## src/rtl/inst_cache.sv

```systemverilog
// Read-only direct-mapped instruction cache: hits answer combinationally in IDLE,
// misses fetch one full line from physical memory in FETCH and retry as a hit.
module inst_cache #(
  parameter int unsigned S_INDEX  = 3,
  parameter int unsigned S_OFFSET = 5
) (
  input  logic         clk,
  input  logic         reset,
  input  logic         inst_read,
  input  logic [31:0]  inst_addr,
  output logic [31:0]  inst_rdata,
  output logic         inst_resp,
  output logic [31:0]  pmem_address,
  output logic         pmem_read,
  input  logic [255:0] pmem_rdata,
  input  logic         pmem_resp
);

  localparam int unsigned SETS   = 1 << S_INDEX;
  localparam int unsigned WORDS  = (1 << S_OFFSET) / 4;
  localparam int unsigned TAG_W  = 32 - S_OFFSET - S_INDEX;

  typedef enum logic {IDLE, FETCH} state_t;

  state_t                   state;
  logic [SETS-1:0]          valid;
  logic [TAG_W-1:0]         tag_arr  [SETS];
  logic [WORDS-1:0][31:0]   data_arr [SETS];

  logic [S_INDEX-1:0]       index;
  logic [TAG_W-1:0]         tag;
  logic [S_OFFSET-3:0]      word;
  logic                     hit;
  logic                     fill;
  logic                     unused_addr_bits;

  assign index            = inst_addr[S_OFFSET+S_INDEX-1:S_OFFSET];
  assign tag              = inst_addr[31:S_OFFSET+S_INDEX];
  assign word             = inst_addr[S_OFFSET-1:2];
  assign unused_addr_bits = ^inst_addr[1:0];

  assign hit  = inst_read && valid[index] && (tag_arr[index] == tag);
  assign fill = (state == FETCH) && pmem_resp && !reset;

  // Tag/data arrays carry no reset; the valid bits alone qualify them.
  always_ff @(posedge clk) begin
    if (fill) begin
      data_arr[index] <= pmem_rdata;
      tag_arr[index]  <= tag;
    end
  end

  always_ff @(posedge clk) begin
    if (reset) begin
      state <= IDLE;
      valid <= '0;
    end else begin
      case (state)
        IDLE: begin
          if (inst_read && !hit) state <= FETCH;
        end
        FETCH: begin
          if (pmem_resp) begin
            valid[index] <= 1'b1;
            state        <= IDLE;
          end
        end
      endcase
    end
  end

  // Outputs are forced low while reset is held so a fetch in flight is dropped at once.
  always_comb begin
    inst_resp    = 1'b0;
    inst_rdata   = '0;
    pmem_read    = 1'b0;
    pmem_address = '0;
    if (!reset) begin
      case (state)
        IDLE: begin
          if (hit) begin
            inst_resp  = 1'b1;
            inst_rdata = data_arr[index][word];
          end
        end
        FETCH: begin
          pmem_read    = 1'b1;
          pmem_address = {inst_addr[31:S_OFFSET], {S_OFFSET{1'b0}}};
        end
      endcase
    end
  end

endmodule
```

## config.mk

```make
export PLATFORM = sky130hd
export DESIGN_NAME = inst_cache
export DESIGN_NICKNAME = d
export VERILOG_FILES = /design/src/rtl/inst_cache.sv
export SDC_FILE = /design/constraint.sdc
export NUM_CORES = 2
export LEC_CHECK = 0
export CAP_MARGIN = 30
export CORE_ASPECT_RATIO = 0.75
export CORE_UTILIZATION = 44
export CTS_CLUSTER_SIZE = 12
export DETAILED_ROUTE_END_ITERATION = 16
export GPL_ROUTABILITY_DRIVEN = 0
export SYNTH_ARGS = -nofsm -noshare
export SYNTH_HDL_FRONTEND = slang
export SYNTH_SLANG_ARGS = --single-unit
```

## constraint.sdc

```tcl
create_clock -name clk -period 38.4 [get_ports clk]
set_input_delay 9.6 -clock clk [delete_from_list [all_inputs] [get_ports clk]]
set_output_delay 9.6 -clock clk [all_outputs]
set_load 0.01 [all_outputs]
```

==> reports/metrics.cfg <==
[cells_and_area]
instances_no_fill=7854
regArea_mm2=0.0674
area_delta_synth_final_pct=15.1
design_area_mm2=0.0978
drive_gt1_share_pct=15.0
multi_input_area_mm2=0.0161
final_util_pct=51.1
finish.net_count=5464
fillers=15389

[cts]
clock_sinks=2249
tritoncts=done
clockRootBuffer=clkbuf_16
cts_made_buffers=217
cts_max_path_buffers=3
cts_hold_buf=0
cts-resized-gates=0
path_clk_slew_ns=0.06
clk_latency_ns=0.86
post-cts-setup-buffers=0
h-tree-depth=4

[floorplan]
ioPinCount=358
coreArea_mm2=0.191
die_w_um=509
initial_core_util_pct=44.4
rows=139
die_y_um=382
die_area_mm2=0.195

[sta]
fmax_ghz=0.0404
fin_crit_ns=24.74
maxSlewViolCount=0
rsz0062_at_grt=false
slew_headroom_pct=19.2
min_period_over_period_pct=64.4
tns_ns=0
tightestPinTransition_ns=1.21
hold_viol=0
setup_violations=0
finClkSkew_ns=0.0456

[power_and_ir_drop]
comb_power_share_pct=5.8
post-layout-total-power_mw=4.95
power_density_mw_per_mm2=50.6
leakage_nw=30.1
netSwitchingPower_mw=1.07
seqPwrFrac_pct=54.8
peakVddDrop_v=0.0000467
switching_share_pct=21.7
p_clk_share_pct=39.3
internal-power_mw=3.88

[synth]
yosysTopAreaCellShare_pct=79.2
synth.avg_cell_area_um2=17.7
synthTopCellsByArea=edfxtp_1, o22ai_1, mux2_2, mux4_2, o21ai_0
synth-main-ff-cell=edfxtp_1
synth_cells=4803
synth_area_mm2=0.0849
synth_edf_count=2240
ys_ff_latch=2249
seq_area_frac_synth_pct=79.4
synth.distinct_cells=63
yosys.area.top_type=edfxtp_1
synth-async-reset-ratio_pct=0
yosys_warnings=0

[routing]
num_vias=48708
wl_um=258000
top_layer_used=met5
vias_per_cell=6.20
first_pass_iters=5
met2_length_um=121000
ant_nets=0
wl_met1_um=105000
drt_iter0_drc=5768
routedWlPerCell_um=32.9
drc=0
dr_wl_met3_um=26100

[global_route]
grt_max_degree=135
grt-ovfl-total=0
grt_pass1_wl_um=363000
grt_util_all_layers_pct=26.3
grt_pass1_vias=46976
antenna_found_initial=98

[placement]
hpwl_um=143000
placed_area_mm2=0.0914
io_buffers=350
placed_cells=7488

[setup_path]
required_ns=28.80
crit_path_top_delay_cell=buf_4
worstPathArrival_ns=15.14
crit_buf_inv=5
rr_worst_depth=8
critical_path.max_fanout=43
cpLargestDelayFamily=buffers and inverters
crit_type=input pin to primary output
path_common_cell=buf_4
crit_path_max_incr_delay_ns=0.67
startpoint=inst_addr[7]
crit_path_start_kind=input pin
cp_cell_sequence=buf_8 > buf_4 > or3b_4 > buf_4 > buf_4 > o22ai_1 > nor4_1 > a22oi_1 > mux4_2 > nor3_1 > clkdlybuf4s50_1
cp-end-kind=primary output
reg2reg_to=data_arr[1][204]
path_depth=11
r2r_slack_ns=33.50
worstReg2RegStart=state
endpoint=inst_rdata[31]

[flow_run]
max_cap_viol_count=0

[min_path]
hp-class=register to register

[status]
outcome=completed

## cell type report
| class | count | area share (%) |
|---|---|---|
| Timing Repair Buffer | 472 | 4.80 |
| Antenna cell | 38 | 0.0973 |
| Tap cell | 2538 | 3.25 |
| Inverter | 16 | 0.0755 |
| Multi-Input combinational cell | 2216 | 16.4 |
| Clock buffer | 281 | 5.94 |
| Clock inverter | 44 | 0.404 |
| Sequential cell | 2249 | 69.0 |
## cell usage after synthesis, types with 12 or more instances
master,n
a211oi_1,32
a21oi_1,95
a22oi_1,61
a2bb2oi_1,19
and2_1,28
buf_1,50
buf_2,89
buf_4,21
buf_6,12
clkbuf_1,154
edfxtp_1,2240
inv_1,14
mux2_2,283
mux2i_1,57
mux4_2,69
nand2_1,193
nor2_1,133
nor3_1,120
nor3_2,29
nor4_1,68
o21ai_0,180
o221ai_1,44
o22ai_1,673
## how the worst min path moves through the flow
stage               startpoint       end  slack, ns  depth (start not counted)
finish                valid[1]  valid[1]       0.48                          2
global placement      valid[3]  valid[3]       0.46                          2
detailed placement    valid[0]  valid[0]       0.47                          2
CTS                   valid[1]  valid[1]       0.47                          2
floorplan             valid[2]  valid[2]       0.45                          2
global route          valid[0]  valid[0]       0.49                          2
## stage by stage
step	setup slack [ns]	hold WS, ns
floorplan	15.01	0.449
global placement	13.73	0.458
detailed placement	13.62	0.468
CTS	13.62	0.475
global route	13.62	0.488
finish	13.66	0.477
## logic make-up after synthesis
logic type | share of synthesized area (%)
buf+inv | 1.84
simple gates | 3.66
compound gates | 8.65
mux | 6.29
flops | 79.4
xor+xnor | 0.134
other cells | 0.00442
## worst min-delay path: cells and delay by family (launching register included)
family | cells | cell delay [ns]
flops | 1 | 0.31
compound gates | 1 | 0.07
buf+inv | 1 | 0.05
## sequential cells by signal (all words and copies together), names as in the netlist
| name | cells |
|---|---|
| data_arr | 2048 |
| state | 1 |
| valid | 8 |
| tag_arr | 192 |
## cell usage in the layout (no fill, tap or decap), drive strengths merged, types with 71 or more instances in the layout
master / n
a21oi: 95
buf: 127
clkbuf: 281
clkdlybuf4s50: 345
edfxtp: 2240
mux2: 285
nand2: 193
nor2: 133
nor3: 149
nor4: 71
o21ai: 180
o22ai: 673
## power groups by stage
stage	clock, mW	sequential, mW	combinational (mW)
after global placement	0	2.76	0.282
after global routing	2.06	2.71	0.303
after floorplan	0	2.77	0.132
after CTS	1.97	2.71	0.287
final	1.95	2.71	0.289
after detailed placement	0	2.76	0.286
## layer usage
metal / up-vias / track usage (%)
li1: 20403 / -
met1: 25566 / 36.6
met2: 2281 / 41.2
met3: 400 / 6.70
met4: 58 / 6.70
met5: - / 0
Note: power is estimated with default switching activity, not from simulation.
